**config.mk**
```make
export PLATFORM = sky130hd
export DESIGN_NAME = conv_window_3x3
export DESIGN_NICKNAME = d
export VERILOG_FILES = /design/src/rtl/conv_window_3x3.sv
export SDC_FILE = /design/constraint.sdc
export NUM_CORES = 1
export LEC_CHECK = 0
export ABC_AREA = 0
export ABC_CLOCK_PERIOD_IN_PS = 4300
export CORE_MARGIN = 2
export CORE_UTILIZATION = 60
export CTS_BUF_LIST = sky130_fd_sc_hd__clkbuf_16
export CTS_CLUSTER_SIZE = 20
export DETAILED_ROUTE_END_ITERATION = 10
export PLACE_DENSITY = 0.87
export SLEW_MARGIN = 30
export SYNTH_ARGS = -nofsm -noshare
export SYNTH_HDL_FRONTEND = slang
export SYNTH_SLANG_ARGS = --single-unit
```
**constraint.sdc**
```tcl
create_clock -name clk -period 4.3 [get_ports clk]
set_input_delay 0.86 -clock clk [delete_from_list [all_inputs] [get_ports clk]]
set_output_delay 0.86 -clock clk [all_outputs]
set_load 0.05 [all_outputs]
```
**src/rtl/conv_window_3x3.sv**
```systemverilog
// Streaming 3x3 window generator: two row delay lines plus a column shift window,
// emitting only neighbourhoods that lie fully inside the image.
module conv_window_3x3 #(
  parameter int WIDTH = 8,
  parameter int IMG_W = 8,
  parameter int IMG_H = 8
) (
  input  logic                       clk,
  input  logic                       rst_n,
  input  logic                       valid_i,
  input  logic [WIDTH-1:0]           data_i,
  output logic [9*WIDTH-1:0]         window_o,
  output logic                       valid_o,
  output logic                       frame_done_o,
  output logic [$clog2(IMG_W)-1:0]   col_o,
  output logic [$clog2(IMG_H)-1:0]   row_o
);

  localparam int CW = $clog2(IMG_W);
  localparam int RW = $clog2(IMG_H);
  localparam logic [CW-1:0] COL_LAST = CW'(IMG_W - 1);
  localparam logic [RW-1:0] ROW_LAST = RW'(IMG_H - 1);
  localparam logic [CW-1:0] COL_FIRST_WIN = CW'(2);
  localparam logic [RW-1:0] ROW_FIRST_WIN = RW'(2);

  logic [WIDTH-1:0]   lb1_q [IMG_W];
  logic [WIDTH-1:0]   lb1_d [IMG_W];
  logic [WIDTH-1:0]   lb2_q [IMG_W];
  logic [WIDTH-1:0]   lb2_d [IMG_W];
  logic [3*WIDTH-1:0] col0_q, col0_d;
  logic [3*WIDTH-1:0] col1_q, col1_d;
  logic [3*WIDTH-1:0] new_col;
  logic [9*WIDTH-1:0] window_q, window_d;
  logic               valid_q, valid_d;
  logic               frame_done_q, frame_done_d;
  logic [CW-1:0]      col_q, col_d;
  logic [RW-1:0]      row_q, row_d;
  logic               emit;

  always_comb begin
    lb1_d        = lb1_q;
    lb2_d        = lb2_q;
    col0_d       = col0_q;
    col1_d       = col1_q;
    window_d     = window_q;
    col_d        = col_q;
    row_d        = row_q;
    valid_d      = 1'b0;
    frame_done_d = 1'b0;
    // Newest column, top row (oldest line) in the low slot.
    new_col      = {data_i, lb1_q[IMG_W-1], lb2_q[IMG_W-1]};
    emit         = valid_i && (row_q >= ROW_FIRST_WIN) && (col_q >= COL_FIRST_WIN);

    if (valid_i) begin
      lb1_d[0] = data_i;
      lb2_d[0] = lb1_q[IMG_W-1];
      for (int i = 1; i < IMG_W; i++) begin
        lb1_d[i] = lb1_q[i-1];
        lb2_d[i] = lb2_q[i-1];
      end
      col0_d = col1_q;
      col1_d = new_col;

      if (col_q == COL_LAST) begin
        col_d = '0;
        row_d = (row_q == ROW_LAST) ? '0 : row_q + RW'(1);
      end else begin
        col_d = col_q + CW'(1);
      end
    end

    // Output window only updates on emission so it holds between windows.
    if (emit) begin
      for (int r = 0; r < 3; r++) begin
        window_d[(3*r+0)*WIDTH +: WIDTH] = col0_q[r*WIDTH +: WIDTH];
        window_d[(3*r+1)*WIDTH +: WIDTH] = col1_q[r*WIDTH +: WIDTH];
        window_d[(3*r+2)*WIDTH +: WIDTH] = new_col[r*WIDTH +: WIDTH];
      end
      valid_d      = 1'b1;
      frame_done_d = (row_q == ROW_LAST) && (col_q == COL_LAST);
    end
  end

  always_ff @(posedge clk or negedge rst_n) begin
    if (!rst_n) begin
      lb1_q        <= '{default: '0};
      lb2_q        <= '{default: '0};
      col0_q       <= '0;
      col1_q       <= '0;
      window_q     <= '0;
      valid_q      <= 1'b0;
      frame_done_q <= 1'b0;
      col_q        <= '0;
      row_q        <= '0;
    end else begin
      lb1_q        <= lb1_d;
      lb2_q        <= lb2_d;
      col0_q       <= col0_d;
      col1_q       <= col1_d;
      window_q     <= window_d;
      valid_q      <= valid_d;
      frame_done_q <= frame_done_d;
      col_q        <= col_d;
      row_q        <= row_d;
    end
  end

  assign window_o     = window_q;
  assign valid_o      = valid_q;
  assign frame_done_o = frame_done_q;
  assign col_o        = col_q;
  assign row_o        = row_q;

endmodule
```
---- Word level (Yosys, flattened, before mapping) ----
Index checks and enable logic that the tools add are counted.
storage, ports and cells
  flip-flop bits (word level) ............. 256
  bits of input ports ..................... 11
  output and inout port bits .............. 80
  logic and storage cells ................. 37
operators by class
  add/sub/neg operators ................... 2
  $lt $le $gt $ge ......................... 2
  equal/unequal tests ..................... 2
  muxes and demuxes ....................... 4
  reduce and logical (&&, ||, !) cells .... 4
operators by type and width
  cell                                                                number
  adder 3 x 1 -> 3 bit (second input constant)                        2
  equality test 3 bit (second input constant)                         2
  greater-or-equal comparator 3 x 2 -> 1 bit (second input constant)  2
  two-way mux 3 bit                                                   2
  logical AND 1 bit                                                   3
  two-way mux 1 bit                                                   2
  AND reduction 2 bit                                                 1

---- Longest topological paths before layout ----
Gate-level depths: netlist of run 1.
  word-level depth ........................ 4
  mapped depth ............................ 7
  gate-level depth less buffers ........... 5

---- Worst setup path after synthesis of run 1 ----
No wires, ideal clock.
  kind .................................... register -> register
  start ................................... register col_q[0] (netlist: col_o[0])
  end ..................................... register window_q[0] (netlist: window_o[0])
  library setup time ...................... 0.125 ns
  arrival time ............................ 1.867 ns
  data required time ...................... 4.175 ns
  setup slack ............................. 2.308 ns
  cell stages (with the launch flop) ...... 6
  path buffers ............................ 0
  clock period less this slack ............ 1.992 ns
  path through ............................ dfrtp_1 inv_1 ha_1 or2_4 o211ai_4 mux2_2
between the ends
  cells in the longest elaborated chain, start to end .. 2
RTL lines
  element                                     line  source
  start: declaration                          36    logic [CW-1:0] col_q, col_d;
  start signal: assignment                    103   col_q <= col_d;
  greater-or-equal comparator 3 x 2 -> 1 bit  52    emit = valid_i && (row_q >= ROW_FIRST_WIN) && (col_q >= COL_FIRST_WIN);
  logical AND 1 bit                           52
  end signal: assignment                      100   window_q <= window_d;
  end: declaration                            33    logic [9*WIDTH-1:0] window_q, window_d;
Every way passes these cells.
A chain may end at the register's enable or synchronous reset.

---- Final worst setup path of run 1 ----
  start ................................... register col_q[1] (netlist: col_o[1])
  end ..................................... output col_o[1]
RTL lines
  element           line  source
  end: declaration  15    output logic [$clog2(IMG_W)-1:0] col_o,
No word-level cell between the ends.

==> impl_results.md, run 1 <==
- Internal power: 4.81 mW
- Setup Skew: about 0.0074 ns
- Rel. slew slack: 36.2%
- Remaining antenna violation count: 0
- Final GP Congestion: 0.791
- Commonest cells in the synthesized netlist: dfrtp_1, mux2_2, inv_1, nand2_1, o21ai_0
- CP max stage cell: clkdlybuf4s50_1
- Crit path kind: reg2out
- Tot Pwr: slightly below 8 mW
- Worst min path class: in2async
- Critical path fanouts, max: 6
- Area grow syn2layout: 19.4%
- Seq pwr share: 40.5%
- TNS Setup: 0 ns
- Vias in the first global route: about 5.4k
- Worst R2R Setup Slack: 1.66 ns
- Clk slew on worst S/H paths: around 0.060 ns
- DIE AREA: 15,000 µm²
- Mapped Avg Cell Area: roughly 13 µm²
- Layout Cells excl Fill: approximately 900
- Fmax: approximately 360 MHz
- GR Util All Layers: 23.2%
- Peak supply drop: 0.518 mV
- Count leader, synth: dfrtp_1
- Crit path max-delay family: buffers and inverters
- Sequential area share after synthesis: 66.7%
- Final net count: roughly 730
- Buffers on Ports: 90
- Post-Place Cells: 870
- # resized after CTS: 0
- Reg2Reg Capture Point: window_o[4]$_DFFE_PN0P_
- Sw Share: between 30 and 40%
- Clock Tree Buf Depth: 3
- Clk sinks: around 220
- Final period util: 64.6%
- Vias: 5,146
- Crit start category: flop
- FF+latch count, synth: about 220
- Width of the die: 122 µm
- Row cnt: 43
- RSZ-0062 raised after global routing: no
- Drc violations: 0
- Fin. max-slew vios: 0
- Crit path largest cell delay: roughly 0.91 ns
- Area share of the largest cell type after synthesis: 66.7%
- Worst-Skew Late Latency: 0.49 ns
- Final WL: 16,500 µm
- Starting Density: 61.1%
- Critical path startpoint: col_o[1]$_DFFE_PN0P_
- Final Hold Fails: 0
- Post-synth EDFFs: 0
- Total grt overflow: 0
- Fin crit period: ~2.8 ns
- Worst-margin pin slew: 0.954 ns
- Clock Power Share: 21.7%
- First-pass GRT wire length: between 20,000 and 30,000 µm
- CP Data Required Time: 3.44 ns
- Leak: 4.63 nW
- Initial antenna violation count: 0
- Core area: 13,800 µm²
- WL/cell: 18.2 µm
- Worst-path cell chain: clkdlybuf4s50_1
- Max Cap Viol: 0
- Post-CTS Repair Setup Buffers: 0
- Area contributors post-synth: dfrtp_1, mux2_2, o2bb2ai_1
- WP data arrival: 1.92 ns
- IO Count: 91
- Synthesized instance count: 633
- Synth cell types: 20
- Switching power: 3.14 mW
- WP depth: 1
- YS warnings: 0
- Main synth FF type: dfrtp_1
- Drt first pass iters: 4
- Net Count, Synth: between 600 and 700
- Fraction of registers with async set/reset: 100%
- Htree depth: 1
- CTS buffer count: 22
- Hold Buf Count CTS: 0
- Die Y: 122 µm
- Yosys top cell by area: dfrtp_1
- Antenna cells: 0
- CP Capture Point: col_o[1]
- First DRT Iteration DRCs: 420
- Filler cell count in the final layout: 891
- Reg2reg path depth: 5
- Status: finished, final reports clean
- Worst reg2reg startpoint: col_o[1]$_DFFE_PN0P_
- Logic pwr share: 37.8%
- Vias per std cell: 5.67
- Largest net degree at the start of global routing: 215
- Layout cells sized above 1: 17.7%
- Synthesized area: 8410 µm²
- Final setup fails: 0
- Root buf cell: clkbuf_16
- Hpwl dp: 10,000 µm
- CP endpoint kind: output pin
- WP buf/inv: 1
- TritonCTS clock tree: built
- PwrDens: 791 nW/µm²
[registers in the layout, summed over array words and instances, names as in the netlist]
name,cells
window_o,72
row_o,3
col_o,3
col1_q,9
frame_done_o,1
lb1_q,57
lb2_q,62
col0_q,16
valid_o,1
[cell families (layout without fill, tap and decap cells)]
| family | count (synthesis) | in the layout | synth area share, % |
|---|---|---|---|
| muxes | 91 | 91 | 12.2 |
| and+or+nand+nor | 73 | 73 | 3.44 |
| AOI/OAI and AO/OA | 133 | 133 | 11.0 |
| DFF | 224 | 224 | 66.7 |
| adders and majority gates | 6 | 6 | 0.893 |
| buffers and inverters | 106 | 201 | 5.85 |
[layer usage]
metal  track usage [%]  part of all wire [%]
met1              29.6                    41
met2              40.2                    52
met3              4.09                   4.8
met4              8.05                   2.7
met5                 0                     0
[layout make-up]
class | instances | area, µm² | share of cell area, %
flip-flops and latches | 224 | 5610 | 55.8
multi-input cells | 303 | 2320 | 23.1
repair buffers | 96 | 997 | 9.93
clock buffers | 23 | 576 | 5.73
inverters | 68 | 255 | 2.54
well taps | 180 | 225 | 2.24
clock inverters | 14 | 61.3 | 0.610
[how the worst min path moves through the flow]
| stage | slack (ns) | end | startpoint |
|---|---|---|---|
| 6_report | 0.25 | lb2_q[19]$_DFFE_PN0P_ | rst_n |
| 5_1_grt | 0.27 | lb2_q[3]$_DFFE_PN0P_ | rst_n |
| 3_5_place_dp | 0.47 | window_o[60]$_DFFE_PN0P_ | window_o[60]$_DFFE_PN0P_ |
| 3_3_place_gp | 0.47 | window_o[19]$_DFFE_PN0P_ | window_o[19]$_DFFE_PN0P_ |
| 4_1_cts | 0.50 | window_o[12]$_DFFE_PN0P_ | window_o[12]$_DFFE_PN0P_ |
| 2_1_floorplan | 0.47 | col1_q[0]$_DFFE_PN0P_ | lb2_q[0]$_DFFE_PN0P_ |
[power groups by stage]
stage	clock network, mW	logic (mW)	registers, mW
3_3_place_gp	0	2.91	3.19
3_5_place_dp	0	3.00	3.23
4_1_cts	1.74	3.03	3.22
2_1_floorplan	0	1.06	4.19
5_1_grt	1.83	3.18	3.29
6_report	1.72	3.00	3.22
[placed cells by master, fill, tap and decap left out]
| master | count |
|---|---|
| nor3_1 | 1 |
| buf_6 | 1 |
| nand2_1 | 67 |
| nand3_1 | 1 |
| clkinv_4 | 1 |
| buf_4 | 3 |
| or2_4 | 1 |
| clkinv_2 | 3 |
| ha_1 | 6 |
| clkdlybuf4s50_1 | 88 |
| clkbuf_16 | 23 |
| clkinv_1 | 7 |
| a21o_1 | 1 |
| dfrtp_1 | 224 |
| nor2_1 | 2 |
| or3_4 | 1 |
| mux2_2 | 90 |
| o2bb2ai_1 | 64 |
| buf_12 | 2 |
| o21ai_0 | 66 |
| inv_1 | 71 |
| o21ai_4 | 1 |
| buf_16 | 1 |
| buf_8 | 1 |
| o211ai_4 | 1 |
| mux2i_1 | 1 |
[stage by stage]
| step | hold slack (ns) | cell area, µm² | util, % | worst slack (ns) |
|---|---|---|---|---|
| 3_5_place_dp | 0.473 | 9380 | 68.1 | 1.68 |
| 3_3_place_gp | 0.470 | 9380 | 68.1 | 1.79 |
| 5_1_grt | 0.268 | 10000 | 72.9 | 1.47 |
| 2_1_floorplan | 0.467 | 8410 | - | 2.31 |
| 6_report | 0.254 | 10000 | 72.9 | 1.52 |
| 4_1_cts | 0.496 | 10000 | 72.7 | 1.50 |
(Power assumes the default switching activity.)
==> run 2, diff against run 1 <==
Settings changed: ABC_CLOCK_PERIOD_IN_PS 4300 to 2300, CORE_UTILIZATION 60 to 50, PLACE_DENSITY 0.87 to 0.78.
Clock period 4.3 ns to 2.3 ns, I/O delays scaled along.
==> run 2 against run 1 <==
Against the previous run: total power rose by 90%; combinational power rose by 92%; hold slack improved by 0.12 ns; register-to-register slack got worse by 1.4 ns; critical endpoint is now col_o[2]; cell count rose by 5.6%; largest cell class unchanged; cell area rose by 1.9%; clock skew rose by 0.0034 ns; setup slack got worse by 1.5 ns; via count fell by 1.7%.
==> impl_results.md, run 2 (same netlist as run 1, synthesis figures left out) <==
- WP data arrival: 1.77 ns (-0.15 ns)
- Crit path largest cell delay: 0.84 ns (-0.07 ns)
- Rel. slew slack: 56.3% (+20 points)
- Commonest non-fill, non-tap cell in the layout: dfrtp_1
- Largest net degree at the start of global routing: 80 (-63%)
- Drc violations: 0 (unchanged)
- CP endpoint kind: output pin
- Crit path max-delay family: buffers and inverters
- Area grow syn2layout: 21.7%
- Crit start category: flop
- Post-Place Cells: 919 (+5.6%)
- Post-CTS Repair Setup Buffers: 0 (unchanged)
- Min-Delay Path Depth: 3
- Die Y: 134 µm (+9.2%)
- Final Hold Fails: 0 (unchanged)
- Worst-path cell chain: clkdlybuf4s50_1
- Htree depth: 1 (unchanged)
- Final core utilization: 62.0% (-11 points)
- TNS Setup: 0 ns (unchanged)
- Root buf cell: clkbuf_16
- Clk sinks: 224 (unchanged)
- Dpl cell area: 9560 µm² (+1.9%)
- Row cnt: 47 (+9.3%)
- Peak supply drop: 0.982 mV (+90%)
- CP Data Required Time: 1.84 ns (-1.60 ns)
- Remaining antenna violation count: 0 (unchanged)
- Critical path fanouts, max: 4 (-2)
- Fin crit period: around 2.2 ns
- Status: finished, final reports clean
- GR Util All Layers: 19.3% (-3.9 points)
- Hold Path End: frame_done_o$_DFF_PN0_
- Fin. max-slew vios: 0 (unchanged)
- Final period util: 97.0%
- Worst-margin pin slew: 0.654 ns (-0.300 ns)
- Final setup fails: 0 (unchanged)
- CP max stage cell: clkdlybuf4s50_1
- TritonCTS clock tree: built
- Setup Skew: 0.0109 ns (+0.00341 ns)
- Final GP Congestion: 0.792 (+0.20%)
- Starting Density: 50.9% (-10 points)
- Buffers on Ports: 90 (unchanged)
- Hpwl dp: 10,500 µm (+5.0%)
- Antenna cells: 0 (unchanged)
- Worst min path class: in2reg
- Most frequent cells in the layout: dfrtp_1, mux2_2, clkdlybuf4s50_1
- Worst R2R Setup Slack: 0.25 ns (-1.41 ns)
- CTS buffer count: 22 (unchanged)
- Vias: 5,060 (-1.7%)
- WP buf/inv: 1 (unchanged)
- DIE AREA: 17,900 µm² (+19%)
- Crit path kind: reg2out
- Clock Tree Buf Depth: 3 (unchanged)
- Reg2Reg Capture Point: window_o[40]$_DFFE_PN0P_
- Filler cell count in the final layout: 1,213 (+36%)
- Width of the die: 134 µm (+9.2%)
- Vias per std cell: 5.28 (-6.9%)
- Layout cells sized above 1: 18.4% (+0.68 points)
- Worst-Skew Late Latency: 0.50 ns (about the same)
- PwrDens: 1470 nW/µm² (+86%)
- Max reg flops: 72 (unchanged)
- Hold Path Origin: valid_i
- Vias in the first global route: 5,344 (-0.13%)
- First DRT Iteration DRCs: 424 (+0.95%)
- First-pass GRT wire length: 27,700 µm (+2.2%)
- Initial antenna violation count: 0 (unchanged)
- Drt first pass iters: 4 (unchanged)
- Total grt overflow: 0 (unchanged)
- Max Cap Viol: 0 (unchanged)
- Final WL: 16,500 µm (+0.14%)
- Core area: 16,500 µm² (+20%)
- Layout Cells excl Fill: 959 (+5.6%)
- IO Count: 91 (unchanged)
- RSZ-0062 raised after global routing: no
- Fmax: approximately 450 MHz
- Leak: 4.73 nW (+2.1%)
- Reg2reg path depth: 6 (+1)
- Worst reg2reg startpoint: col_o[0]$_DFFE_PN0P_
- Clk slew on worst S/H paths: 0.06 ns (about the same)
- Post-route cell area: 10,200 µm² (+1.9%)
- Final net count: 741 (+1.2%)
- WL/cell: 17.3 µm (-5.2%)
run 2: cell types whose count changed in the layout (fill, tap and decap cells not counted):
cell | before | now
clkinv_2 | 3 | 2
inv_1 | 71 | 72
bufinv_16 | 0 | 1
clkinv_4 | 1 | 0
clkinv_1 | 7 | 9
buf_12 | 2 | 7
dlygate4sd3_1 | 0 | 1
clkdlybuf4s50_1 | 88 | 85
buf_16 | 1 | 0
dlymetal6s2s_1 | 0 | 2
buf_4 | 3 | 7
dlygate4sd2_1 | 0 | 1
run 2: layer usage:
layer  wire length (µm)  vias up  part of all wire [%]  global-route usage [%]
li1                   -     2327                     -                       -
met1               7290     2574                    44                    27.0
met2               7980      137                    48                    31.1
met3               1050       22                   6.3                    4.19
met4                229        0                   1.4                    4.67
met5                  0        -                     0                       0
run 2: stage by stage:
stage                     total power, mW  setup slack (ns)  hold WS [ns]
after floorplan                      9.81             0.308         0.164
after global placement               11.6             0.372         0.474
after detailed placement             11.8             0.281         0.473
after CTS                            15.2            0.0165         0.372
after global routing                 15.8            0.0179         0.387
final                                15.1            0.0695         0.377
run 2: worst max-delay path by stage:
stage,cells after the start,to,from
floorplan,5,window_o[0]$_DFFE_PN0P_,col_o[0]$_DFFE_PN0P_
global placement,6,window_o[59]$_DFFE_PN0P_,col_o[0]$_DFFE_PN0P_
detailed placement,6,window_o[35]$_DFFE_PN0P_,col_o[0]$_DFFE_PN0P_
CTS,1,col_o[0],col_o[0]$_DFFE_PN0P_
global route,1,col_o[2],col_o[2]$_DFFE_PN0P_
finish,1,col_o[2],col_o[2]$_DFFE_PN0P_
run 2: timing repair:
| action | CTS | global route |
|---|---|---|
| resized for setup | 1 | 2 |
| endpoints found under the hold margin | 74 | 0 |
| endpoints found under the setup margin | 1 | 2 |
| hold buffers | 1 | 0 |
run 2: worst register-to-register path, stage by stage, from the launching register on:
cell and delay, ns:
dfrtp_1 0.46, inv_1 0.09, ha_1 0.21, or2_4 0.28, o21ai_4 0.53, buf_12 0.26
o2bb2ai_1 0.10
run 2: area by class of cell:
cell class                      count  area, µm²  share of cell area [%]
Clock inverter                     16       88.8                   0.868
Sequential cell                   224       5610                    54.8
Inverter                           68        255                    2.49
Tap cell                          220        275                    2.69
Multi-Input combinational cell    303       2320                    22.7
Clock buffer                       23        576                    5.62
Timing Repair Buffer              105       1110                    10.9
run 2: power by group:
| part | switching [mW] | total (mW) | internal [mW] |
|---|---|---|---|
| clock | 1.42 | 3.32 | 1.90 |
| sequential | 0.804 | 6.00 | 5.20 |
| combinational | 3.63 | 5.76 | 2.12 |
